<file path="config.mk">
export PLATFORM = sky130hd
export DESIGN_NAME = flappy_game_ctrl
export DESIGN_NICKNAME = d
export VERILOG_FILES = /design/src/rtl/flappy_pkg.sv /design/src/rtl/flappy_game_ctrl_bcd_sat_counter.sv /design/src/rtl/flappy_game_ctrl.sv
export SDC_FILE = /design/constraint.sdc
export NUM_CORES = 1
export LEC_CHECK = 0
export ABC_AREA = 1
export ABC_CLOCK_PERIOD_IN_PS = 2150
export BUFFER_PORTS_ARGS = -buffer_cell sky130_fd_sc_hd__buf_2
export CAP_MARGIN = 30
export CORE_MARGIN = 2
export CORE_UTILIZATION = 55
export DETAILED_ROUTE_END_ITERATION = 7
export GPL_TIMING_DRIVEN = 0
export PLACE_DENSITY = 0.77
export SLEW_MARGIN = 20
export SYNTH_ARGS = -nofsm -noshare
export SYNTH_HDL_FRONTEND = slang
export SYNTH_SLANG_ARGS = --single-unit
</file>
<file path="constraint.sdc">
create_clock -name clk -period 2.15 [get_ports clk]
set_input_delay 0.43 -clock clk [delete_from_list [all_inputs] [get_ports clk]]
set_output_delay 0.43 -clock clk [all_outputs]
set_load 0.02 [all_outputs]
</file>
<file path="src/rtl/flappy_pkg.sv">
// flappy_pkg: definitions shared by the FlappyBird game-control slice.
//   state_t   - game state encoding (matches the 2-bit state output)
//   BCD_W     - width of one BCD score digit
//   ctr_width - bits needed to hold 0..max_val (never less than 1)
package flappy_pkg;

  localparam int unsigned BCD_W = 4;

  typedef enum logic [1:0] {
    ST_WAIT = 2'd0,
    ST_FLY  = 2'd1,
    ST_DEAD = 2'd2,
    ST_HIT  = 2'd3
  } state_t;

  function automatic int unsigned ctr_width(input int unsigned max_val);
    return (max_val < 1) ? 1 : $clog2(max_val + 1);
  endfunction

endpackage

</file>
<file path="src/rtl/flappy_game_ctrl_bcd_sat_counter.sv">
// bcd_sat_counter: multi-digit BCD up-counter that sticks at all-9s.
//   clk   - system clock
//   rst   - synchronous active-high reset (value -> 0)
//   clear - synchronous clear (value -> 0), wins over inc
//   inc   - add one, per-digit decimal carry, no wrap past all-9s
//   value - BCD value, LS digit in bits [3:0]
module bcd_sat_counter
  import flappy_pkg::*;
#(
  parameter int unsigned DIGITS = 4
) (
  input  logic                    clk,
  input  logic                    rst,
  input  logic                    clear,
  input  logic                    inc,
  output logic [BCD_W*DIGITS-1:0] value
);

  logic [BCD_W*DIGITS-1:0] r_value;
  logic [BCD_W*DIGITS-1:0] w_next;
  logic                    w_all9;
  logic                    w_carry;

  always_comb begin
    w_next  = r_value;
    w_all9  = 1'b1;
    w_carry = 1'b1;
    for (int unsigned d = 0; d < DIGITS; d++) begin
      if (r_value[d*BCD_W +: BCD_W] != 4'd9) w_all9 = 1'b0;
      if (w_carry) begin
        if (r_value[d*BCD_W +: BCD_W] == 4'd9) begin
          w_next[d*BCD_W +: BCD_W] = '0;
        end else begin
          w_next[d*BCD_W +: BCD_W] = r_value[d*BCD_W +: BCD_W] + 4'd1;
          w_carry = 1'b0;
        end
      end
    end
  end

  always_ff @(posedge clk) begin
    if (rst || clear) begin
      r_value <= '0;
    end else if (inc && !w_all9) begin
      r_value <= w_next;
    end
  end

  assign value = r_value;

endmodule

</file>
<file path="src/rtl/flappy_game_ctrl.sv">
// flappy_game_ctrl: game-control FSM for the FlappyBird top level.
// Multi-life play, hit/respawn pause, post-respawn invulnerability,
// saturating BCD score and a dead-screen hold. All timing in frames.
//   clk, rst   - clock, synchronous active-high reset
//   frame_tick - one-cycle pulse per video frame
//   flap_req   - flap key pulse
//   pipe_pass  - bird cleared a pipe (pulse)
//   collide    - bird overlaps pipe/ground (level)
//   state      - 0 WAIT, 1 FLY, 2 DEAD, 3 HIT
//   score      - BCD score;  lives - remaining lives
//   flap_out   - flap impulse;  respawn - pulse on HIT->FLY
//   grace      - high while collisions are ignored
//   hi_score   - best score, present only with FLAPPY_HIGH_SCORE_EN
module flappy_game_ctrl
  import flappy_pkg::*;
#(
  parameter int unsigned SCORE_DIGITS = 4,
  parameter int unsigned LIVES        = 3,
  parameter int unsigned HIT_FRAMES   = 60,
  parameter int unsigned GRACE_FRAMES = 90,
  parameter int unsigned DEAD_HOLD    = 30
) (
  input  logic                          clk,
  input  logic                          rst,
  input  logic                          frame_tick,
  input  logic                          flap_req,
  input  logic                          pipe_pass,
  input  logic                          collide,
  output logic [1:0]                    state,
  output logic [BCD_W*SCORE_DIGITS-1:0] score,
  output logic [3:0]                    lives,
  output logic                          flap_out,
  output logic                          respawn,
  output logic                          grace
`ifdef FLAPPY_HIGH_SCORE_EN
  ,
  output logic [BCD_W*SCORE_DIGITS-1:0] hi_score
`endif
);

  localparam int unsigned SW   = BCD_W * SCORE_DIGITS;
  localparam int unsigned TMAX = (HIT_FRAMES > DEAD_HOLD) ? HIT_FRAMES : DEAD_HOLD;
  localparam int unsigned TW   = ctr_width(TMAX);
  localparam int unsigned GW   = ctr_width(GRACE_FRAMES);

  // r_timer serves as the HIT pause counter and the DEAD hold counter;
  // the two states never overlap.
  state_t          r_state,   w_state_nx;
  logic [3:0]      r_lives,   w_lives_nx;
  logic [TW-1:0]   r_timer,   w_timer_nx;
  logic [GW-1:0]   r_grace,   w_grace_nx;
  logic            r_flap,    w_flap_nx;
  logic            r_respawn, w_respawn_nx;
  logic            w_score_clr;
  logic            w_score_inc;
  logic [SW-1:0]   w_score;

  always_ff @(posedge clk) begin
    if (rst) begin
      r_state   <= ST_WAIT;
      r_lives   <= 4'(LIVES);
      r_timer   <= '0;
      r_grace   <= '0;
      r_flap    <= 1'b0;
      r_respawn <= 1'b0;
    end else begin
      r_state   <= w_state_nx;
      r_lives   <= w_lives_nx;
      r_timer   <= w_timer_nx;
      r_grace   <= w_grace_nx;
      r_flap    <= w_flap_nx;
      r_respawn <= w_respawn_nx;
    end
  end

  always_comb begin
    w_state_nx   = r_state;
    w_lives_nx   = r_lives;
    w_timer_nx   = r_timer;
    w_grace_nx   = r_grace;
    w_flap_nx    = 1'b0;
    w_respawn_nx = 1'b0;
    w_score_clr  = 1'b0;
    w_score_inc  = 1'b0;
    case (r_state)
      ST_WAIT: begin
        if (flap_req) begin
          w_state_nx  = ST_FLY;
          w_lives_nx  = 4'(LIVES);
          w_grace_nx  = '0;
          w_score_clr = 1'b1;
          w_flap_nx   = 1'b1;
        end
      end
      ST_FLY: begin
        w_flap_nx   = flap_req;
        w_score_inc = pipe_pass;
        if (frame_tick && (r_grace != '0)) w_grace_nx = r_grace - GW'(1);
        // A collision is only processed with grace at zero, so the grace
        // decrement above can never coincide with a state change.
        if (collide && (r_grace == '0)) begin
          if (r_lives == 4'd1) begin
            w_lives_nx = '0;
            w_state_nx = ST_DEAD;
            w_timer_nx = TW'(DEAD_HOLD);
          end else begin
            w_lives_nx = r_lives - 4'd1;
            w_state_nx = ST_HIT;
            w_timer_nx = TW'(HIT_FRAMES);
          end
        end
      end
      ST_HIT: begin
        if (frame_tick) begin
          if (r_timer <= TW'(1)) begin
            w_state_nx   = ST_FLY;
            w_timer_nx   = '0;
            w_respawn_nx = 1'b1;
            w_grace_nx   = GW'(GRACE_FRAMES);
          end else begin
            w_timer_nx = r_timer - TW'(1);
          end
        end
      end
      ST_DEAD: begin
        if (flap_req && (r_timer == '0)) begin
          w_state_nx = ST_WAIT;
        end else if (frame_tick && (r_timer != '0)) begin
          w_timer_nx = r_timer - TW'(1);
        end
      end
      default: w_state_nx = ST_WAIT;
    endcase
  end

  bcd_sat_counter #(
    .DIGITS(SCORE_DIGITS)
  ) u_score (
    .clk  (clk),
    .rst  (rst),
    .clear(w_score_clr),
    .inc  (w_score_inc),
    .value(w_score)
  );

  assign state    = r_state;
  assign score    = w_score;
  assign lives    = r_lives;
  assign flap_out = r_flap;
  assign respawn  = r_respawn;
  assign grace    = (r_grace != '0);

`ifdef FLAPPY_HIGH_SCORE_EN
  // Compared on the first cycle spent in DEAD rather than the entry edge,
  // so a pipe_pass landing on the fatal edge is already in the score.
  logic          r_was_dead;
  logic [SW-1:0] r_hi;

  always_ff @(posedge clk) begin
    if (rst) begin
      r_was_dead <= 1'b0;
      r_hi       <= '0;
    end else begin
      r_was_dead <= (r_state == ST_DEAD);
      if ((r_state == ST_DEAD) && !r_was_dead && (w_score > r_hi)) r_hi <= w_score;
    end
  end

  assign hi_score = r_hi;
`endif

endmodule

</file>
---- Yosys cells after proc, flatten, opt, wreduce, memory -nomap -nowiden ----
Cells that the tools add are included.
storage, ports and cells
  bits in registers ....................... 37
  input port bits ......................... 6
  output and inout bits ................... 25
  word-level logic and storage cells ...... 104
operators by class
  $add $sub $neg .......................... 7
  order comparisons ....................... 1
  equality and inequality tests ........... 20
  mux-type cells .......................... 41
  bitwise logic cells ..................... 2
  reduce and logical (&&, ||, !) cells .... 23
operator list
  operator             number
  $mux 6               6
  $mux 4               7
  $mux 7               4
  $pmux 7 s3           1
  $pmux 6 s3           1
  $add 4x1->4 const B  4
  $eq 4x4->1 const B   4
  $ne 2x2->1 const B   8
  $ne 4x4->1 const B   4
  $reduce_and 5->1     3
  $mux 1               14
  $mux 2               5
  $pmux 2 s4           1
  $pmux 4 s2           1
  $logic_not 7->1      1
  $reduce_bool 7->1    1
  $sub 7x1->7 const B  1
  $le 6x1->1 const B   1
  $logic_not 6->1      1
  $reduce_and 2->1     3
  $reduce_bool 3->1    2
  $reduce_bool 6->1    1
  $sub 6x1->6 const B  1
  $logic_and 1x1->1    5
  12 further kinds     14

---- Longest topological paths before layout ----
Gate-level depths: netlist of run 1.
  depth in word-level cells ............... 8
  mapped depth ............................ 11
  depth with buffers taken out ............ 11

---- Hierarchy ----
A second synthesis of run 1 with hierarchy kept.
second synthesis, totals
  cell total of the unflattened synthesis .. 356
  area total of the unflattened synthesis .. 2369.8 um^2
by module, submodules not included
  module            times used  cells each  area an instance (um^2)  sequential area each (um^2)
  flappy_game_ctrl  1           207         1412.6                   420.4
  bcd_sat_counter   1           149         957.2                    320.3

---- Least setup slack after synthesis of run 1 ----
OpenSTA, ideal clock, no wires.
  kind .................................... register -> register
  start ................................... register r_grace[0]
  end ..................................... register r_timer[0]
  library setup time ...................... 0.114 ns
  data arrival time ....................... 1.477 ns
  data required time ...................... 2.036 ns
  slack ................................... 0.559 ns
  stages on the path, launching flop included .. 10
  path buffers ............................ 0
  clock period less this slack ............ 1.591 ns
  cell sequence ........................... dfxtp_1 -> inv_1 -> ha_1 -> inv_1 -> nor2_1 -> nand3_2 -> o21bai_2 -> nand3_2 -> a21oi_1 -> nor2_1
on the way
  cells in the longest elaborated chain, start to end .. 4
ends and longest elaborated chain
  element                     RTL line                 RTL
  start, declared             flappy_game_ctrl.sv:51   logic [GW-1:0] r_grace, w_grace_nx;
  start signal, assigned      flappy_game_ctrl.sv:70   r_grace <= w_grace_nx;
  $logic_not 7->1             flappy_game_ctrl.sv:101  if (collide && (r_grace == '0)) begin
  $logic_and 1x1->1           flappy_game_ctrl.sv:101
  $ne 2x2->1 (no line)        -
  $reduce_and 5->1 (no line)  -
  end signal, assigned        flappy_game_ctrl.sv:69   r_timer <= w_timer_nx;
  end, declared               flappy_game_ctrl.sv:50   logic [TW-1:0] r_timer, w_timer_nx;
No other way between the ends.
A chain may end at the register's enable or synchronous reset.

---- Final worst setup path of run 1 ----
  start ................................... register r_grace[0]
  end ..................................... output port grace
on the way
  cells in the longest elaborated chain, start to end .. 1
ends and longest elaborated chain
  element            RTL line                 RTL
  $reduce_bool 7->1  flappy_game_ctrl.sv:151  assign grace = (r_grace != '0);
  end, declared      flappy_game_ctrl.sv:34   output logic grace
No other way between the ends.

==> results.txt, run 1 <==
----------------------------------------------------
[Placement]
  Area after detailed placement ... 2510 um2
  Port Buffers ... 30
  Routability congestion estimate from global placement ... ~0.85
  Placed wire-length estimate ... 3.89 mm

[Outcome]
  Result of the run ... finished clean

[Timing]
  Setup-violating endpoint count in the final report ... 0
  Setup Total Neg Slack ... 0 ns
  Clock skew after layout ... 0.0105 ns
  RSZ-0062 raised after global routing ... no
  Slew Limit Fails ... 0
  Max_slew headroom ... between 60% and 70%
  Final Cycle Share ... between 80 and 90%
  Clock period minus final worst setup slack ... 1.91 ns
  Hold Violations, Final ... 0
  Slew at the pin closest to its max-slew limit ... 0.516 ns
  Highest achievable clock rate ... around 0.52 GHz

[Die]
  I/O pins ... 31
  Initial Util ... between 50 and 60%
  Horiz. Die Dim ... slightly below 70 um
  Row count ... 23
  Placeable core region ... about 4000 um2
  Floorplan die area ... around 4700 um2
  Die outline height ... slightly below 70 um

[Synthesis]
  Synth Area per Inst ... about 6.5 um2
  Synthesized net count ... ~360
  Number of synthesis warnings ... 0
  Flops & latches, synth ... 37
  Cell count after synthesis ... about 350
  Share of the synthesized area in the top cell type ... about a third
  Cell type with the highest aggregate area in the netlist ... sky130_fd_sc_hd__dfxtp_1
  Cell types with the largest area share after synthesis ... sky130_fd_sc_hd__dfxtp_1, sky130_fd_sc_hd__nand2_1, sky130_fd_sc_hd__nor2_1
  Post-synthesis cell type count ... 32
  Sequential share of the synthesized area ... about a third
  Synthesized area ... between 2000 and 2500 um2

[Critical path]
  Worst r2r src ... r_timer[0]$_SDFFE_PP0P_
  Critical path launch point ... r_grace[0]$_SDFFE_PP0P_
  Cell repeated most along the worst path ... sky130_fd_sc_hd__inv_1
  Startpoint kind of the worst setup timing path ... flop
  Register-to-register path setup slack ... around 0.32 ns
  Worst flop-to-flop path endpoint ... r_grace[1]$_SDFFE_PP0P_
  Data arrival, critical path ... between 1 and 1.5 ns
  Worst path cell trace ... inv_1 -> ha_1 -> inv_1 -> nor2_1 -> nand3_2 -> buf_2
  Required @ worst endpoint ... between 1.5 and 2 ns
  Number of cells traversed by the worst register-to-register path ... 8
  Master of the slowest instance on the critical path ... sky130_fd_sc_hd__dfxtp_1
  Crit-path max cell delay ... between 0.3 and 0.4 ns
  Worst setup path category ... flop to primary output
  Critical path capture point type ... primary output
  CP endpoint ... grace
  Critical-path maximum fanout ... 5

[Hold path]
  Min-Delay Startpoint ... rst
  Hold Crit Class ... input port to flop

[Clock network]
  Hold buffer count at cts ... 0
  Worst skew pair latency ... 0.30 ns
  Clock tree from TritonCTS ... done
  Maximum clock path buffer count ... 2
  CTS clock-pin slew for the worst setup and hold paths ... approximately 0.07 ns
  Post_cts resized ... 0
  Setup Buffers After CTS ... 0
  Number of clock sinks ... 37
  Clock tree root buffer cell ... sky130_fd_sc_hd__clkbuf_8
  Maximum level of the CTS H-tree ... 2
  Total CTS buffers ... 5

[Routing]
  Initial detailed-routing violation count ... approximately 120
  Number of vias per cell after detailed routing ... about 5.1
  Remaining number of nets flagged by the antenna check after routing ... 0
  Wirelength, routed ... about 5.2 mm
  Pre-antenna DRT Iters ... 4
  Vias after detailed routing ... ~2300
  Average wire per standard cell ... ~12 um
  Post-route DRC violation count ... 0

[Finish]
  Number of antenna diodes ... 0
  Count of fill cells added during filler insertion ... 385
  Post-layout nets ... approximately 400
  Area added between synthesis and finish ... 12.8%
  Share of cells above drive strength 1 ... between 10% and 20%
  Final Util ... 64.9%
  Area of all placed cells without fillers ... 2600 um2

[GRT]
  Antenna violations before repair ... 0
  Global-route usage over all layers ... 25.0%
  Met1 Use GR ... a little under a third
  Number of global-route vias before repair ... 2087
  Met3 routing resource usage after global routing ... under 10%
  Wire length of the first global-routing pass ... between 8 and 9 mm
  Pin count of the biggest net entering global routing ... 12
  Total overflow reported by the global router ... 0
  Most used routing layer in global routing ... met2
  Met2 Track Usage GR ... 42.9%

[Power]
  Power per cell area ... between 700 and 800 nW/um2
  IR drop worst, VDD ... slightly above 0.4 mV
  Total Power Consumption ... 1.90 mW
  P_leak ... 1.24 nW

[Job]
  Number of max-capacitance violations reported ... 0

----------------------------------------------------
[report_power, final]
part / internal (mW) / leakage (nW) / total (mW) / switching [mW]
logic: 0.216 / 0.893 / 0.625 / 0.409
clock network: 0.225 / 0.0450 / 0.477 / 0.252
registers: 0.745 / 0.302 / 0.803 / 0.0579
total: 1.19 / 1.24 / 1.90 / 0.719
[metal layers]
metal  wire, um  share of wire [%]
met4         43               0.83
met3        284                5.5
met1       2420                 47
met2       2450                 47
met5          0                  0
[sequential cells by signal (all words and copies together) (netlist names)]
name           count
r_grace            7
flap_out           1
r_timer            6
lives              4
u_score.value     16
respawn            1
state              2
[worst min path at each step]
stage | end | slack (ns) | cells past startpoint
after floorplan | r_timer[1]$_SDFFE_PP0P_ | 0.45 | 2
after global placement | r_timer[1]$_SDFFE_PP0P_ | 0.45 | 2
after detailed placement | r_timer[1]$_SDFFE_PP0P_ | 0.46 | 2
after CTS | flap_out$_SDFF_PP0_ | 0.45 | 3
after global routing | r_timer[3]$_SDFFE_PP0P_ | 0.47 | 3
final | r_timer[3]$_SDFFE_PP0P_ | 0.45 | 3
[placed cells by master (no fill, tap or decap), types with 2 or more instances in the layout]
master	instances
sky130_fd_sc_hd__clkbuf_1	2
sky130_fd_sc_hd__clkinv_2	2
sky130_fd_sc_hd__xor2_1	11
sky130_fd_sc_hd__nand2_2	2
sky130_fd_sc_hd__nand4_1	15
sky130_fd_sc_hd__nor2_1	53
sky130_fd_sc_hd__o21ai_0	13
sky130_fd_sc_hd__nand3_1	21
sky130_fd_sc_hd__inv_2	9
sky130_fd_sc_hd__a21oi_1	21
sky130_fd_sc_hd__nor2_4	3
sky130_fd_sc_hd__inv_1	38
sky130_fd_sc_hd__clkinv_1	2
sky130_fd_sc_hd__nor3_1	6
sky130_fd_sc_hd__nor2_2	3
sky130_fd_sc_hd__buf_2	30
sky130_fd_sc_hd__nand3_2	4
sky130_fd_sc_hd__ha_1	6
sky130_fd_sc_hd__dfxtp_1	37
sky130_fd_sc_hd__buf_4	2
sky130_fd_sc_hd__nand2_1	91
sky130_fd_sc_hd__clkbuf_8	5
sky130_fd_sc_hd__xnor2_1	2
[cell families (layout without fill, tap and decap cells)]
kind of cell	count (synthesis)	count (layout)	synth area share, %
XOR/XNOR	13	13	4.95
AND/OR/NAND/NOR	202	202	39.8
flip-flops	37	37	32.2
buffers and inverters	53	91	9.30
AO/OA/AOI/OAI	41	41	10.5
adder cells (fa/ha/maj)	6	6	3.26
[through the flow]
| step | setup slack [ns] | hold WS, ns | cells |
|---|---|---|---|
| finish | 0.239 | 0.448 | 440 |
| global route | 0.148 | 0.473 | 440 |
| CTS | 0.252 | 0.446 | 440 |
| detailed placement | 0.339 | 0.458 | 432 |
| global placement | 0.418 | 0.454 | 432 |
| floorplan | 0.559 | 0.445 | 352 |
[cell usage after synthesis (all sizes together)]
cell type   n
or2         1
xor2       11
a31oi       1
o21bai      2
nor2       59
nand4      15
nor4        1
xnor2       2
o211ai      1
dfxtp      37
a21oi      22
buf         3
nor3        6
o21ai      15
inv        47
nand3      26
ha          6
nand2      94
clkinv      2
clkbuf      1
[critical path: cells and delay by family, from the launching register on]
family / cells / cell delay, ns
adders and majority gates: 1 / 0.21
buffers and inverters: 3 / 0.40
DFF: 1 / 0.33
and+or+nand+nor: 2 / 0.25
[cell type report]
type	count	area, um2	area share (%)
clock buffer	6	72.6	2.80
timing repair buffer	30	150	5.78
buffer	4	30.0	1.16
inverter	49	184	7.08
clock inverter	2	10.0	0.386
multi-input combinational	262	1350	51.9
tap	50	62.6	2.41
sequential	37	741	28.5
(Power assumes the default switching activity.)
==> run 2, diff against run 1 <==
Settings changed: CAP_MARGIN 30 to not set, CORE_UTILIZATION 55 to 57, PLACE_DENSITY 0.77 to 0.79.
==> run 2 against run 1 <==
Compared with the run above: sequential power hardly changed; die area fell by 3.3%; global-route usage down 0.51 points; count of clock-buffer cells in the layout up 1; wire length decreased by 5.6%; final cell count unchanged; via count up 0.57%; clock skew decreased by 0.0064 ns; setup slack better by 0.033 ns; flip-flop and latch count unchanged; sequential share of layout area is 0.20 points lower; register-to-register slack better by 0.07 ns.
==> results.txt, run 2 (synthesized netlist as in run 1, its figures left out) <==
----------------------------------------------------
[Placement]
  Port Buffers ... 30
  Cell total after placement ... approximately 430
  Routability congestion estimate from global placement ... slightly above 0.8
  Placed wire-length estimate ... between 3 and 4 mm

[Finish]
  Share of cells above drive strength 1 ... 17.9%
  Number of antenna diodes ... 0
  Leading cell type in the layout, fill and taps excluded ... sky130_fd_sc_hd__nand2_1
  Post-layout nets ... 401
  Area added between synthesis and finish ... 13.6%
  Commonest cells after routing, fill and taps aside ... sky130_fd_sc_hd__nand2_1, sky130_fd_sc_hd__nor2_1, sky130_fd_sc_hd__inv_1
  Flip-flop count of the largest register, all copies and words added ... 16
  Post-route insts no fill ... 440

[Timing]
  Final Cycle Share ... ~87%
  Worst Hold Margin ... roughly 0.45 ns
  Slew Limit Fails ... 0
  Setup Total Neg Slack ... 0 ns
  Clock period minus final worst setup slack ... 1.88 ns
  Highest achievable clock rate ... 0.532 GHz
  Clock skew after layout ... between 0.004 and 0.005 ns
  Setup-violating endpoint count in the final report ... 0
  Hold Violations, Final ... 0
  Max_slew headroom ... about two thirds
  RSZ-0062 raised after global routing ... no
  Slew at the pin closest to its max-slew limit ... 0.475 ns

[Die]
  Die outline height ... approximately 68 um
  Initial Util ... between 50% and 60%
  Row count ... 23
  I/O pins ... 31
  Horiz. Die Dim ... 67.5 um
  Placeable core region ... around 3900 um2
  Floorplan die area ... 4560 um2

[Power]
  Power per cell area ... ~750 nW/um2
  Total Power Consumption ... approximately 2.0 mW
  P_leak ... roughly 1.2 nW
  IR drop worst, VDD ... ~0.44 mV

[Clock network]
  Clock tree root buffer cell ... sky130_fd_sc_hd__clkbuf_8
  Total CTS buffers ... 5
  Hold buffer count at cts ... 0
  Clock tree from TritonCTS ... done
  Post_cts resized ... 0
  Worst skew pair latency ... approximately 0.29 ns
  Setup Buffers After CTS ... 0
  Maximum level of the CTS H-tree ... 2
  Number of clock sinks ... 37
  Maximum clock path buffer count ... 2
  CTS clock-pin slew for the worst setup and hold paths ... about 0.070 ns

[Routing]
  Pre-antenna DRT Iters ... 4
  Number of vias per cell after detailed routing ... just over 5
  Initial detailed-routing violation count ... around 130
  Remaining number of nets flagged by the antenna check after routing ... 0
  Wirelength, routed ... ~5 mm
  Post-route DRC violation count ... 0
  Vias after detailed routing ... around 2300
  Average wire per standard cell ... roughly 11 um

[Critical path]
  Register-to-register path setup slack ... 0.39 ns
  Master of the slowest instance on the critical path ... sky130_fd_sc_hd__dfxtp_1
  Required @ worst endpoint ... about 1.7 ns
  Number of buffers and inverters on the critical path ... 3
  Startpoint kind of the worst setup timing path ... flop
  Worst setup path category ... flop to primary output
  Kind of cell adding the most delay to the critical path ... buffers and inverters
  Worst r2r src ... r_timer[0]$_SDFFE_PP0P_
  Cell repeated most along the worst path ... sky130_fd_sc_hd__inv_1
  Number of cells traversed by the worst register-to-register path ... 9
  Critical-path maximum fanout ... 5
  Crit-path max cell delay ... about 0.33 ns
  Worst flop-to-flop path endpoint ... r_grace[6]$_SDFFE_PP0P_
  Worst path cell trace ... inv_1 -> ha_1 -> inv_1 -> nor2_1 -> nand3_2 -> buf_2
  Critical path capture point type ... primary output
  Data arrival, critical path ... 1.45 ns

[Hold path]
  Min-Delay Startpoint ... flap_req
  Hold endpoint ... flap_out$_SDFF_PP0_
  Hold Crit Class ... input port to flop
  Worst hold path stage count ... 3

[GRT]
  Total overflow reported by the global router ... 0
  Pin count of the biggest net entering global routing ... 12
  Number of global-route vias before repair ... 2029
  Global-route usage over all layers ... between 20% and 30%
  Antenna violations before repair ... 0
  Wire length of the first global-routing pass ... roughly 8.5 mm

[Outcome]
  Result of the run ... finished clean

[Job]
  Number of max-capacitance violations reported ... 0

----------------------------------------------------
-- run 2: how the worst max path moves through the flow --
stage,startpoint,end,slack [ns],depth (start not counted)
after floorplan,r_grace[0]$_SDFFE_PP0P_,r_timer[0]$_SDFFE_PP0P_,0.56,9
after global placement,r_timer[0]$_SDFFE_PP0P_,r_grace[6]$_SDFFE_PP0P_,0.43,9
after detailed placement,r_timer[0]$_SDFFE_PP0P_,r_grace[6]$_SDFFE_PP0P_,0.39,9
after CTS,r_grace[0]$_SDFFE_PP0P_,grace,0.26,6
after global routing,r_grace[0]$_SDFFE_PP0P_,grace,0.11,6
final,r_grace[0]$_SDFFE_PP0P_,grace,0.27,6
-- run 2: tightest hold or removal path: stages --
cell and delay (ns):
sky130_fd_sc_hd__buf_2 0.12, sky130_fd_sc_hd__inv_1 0.10, sky130_fd_sc_hd__nor3_1 0.05
-- run 2: layout make-up --
type | instances | area (um2)
buffer | 4 | 30.0
clock inverter | 1 | 5.00
timing repair buffer | 30 | 150
sequential | 37 | 741
multi-input combinational | 262 | 1350
inverter | 49 | 184
clock buffer | 7 | 96.3
tap | 50 | 62.6
fill | 349 | 1330
-- run 2: through the flow --
stage / setup slack [ns] / util (%) / instance area, um2
floorplan: 0.559 / - / 2300
global placement: 0.429 / 63.8 / 2510
detailed placement: 0.385 / 63.8 / 2510
CTS: 0.256 / 66.3 / 2620
global route: 0.109 / 66.3 / 2620
finish: 0.271 / 66.3 / 2620
-- run 2: power by group --
part	switching [mW]	internal, mW	total [mW]
registers	0.0581	0.744	0.803
logic	0.400	0.216	0.616
clock network	0.255	0.290	0.545
total	0.713	1.25	1.96
-- run 2: layer usage --
layer	GRT usage (%)	up-vias	part of all wire, %
met5	0	-	0
met4	8.67	0	2.2
met3	5.17	9	3.9
met2	44.4	51	50
met1	28.1	1013	44
li1	-	1202	-
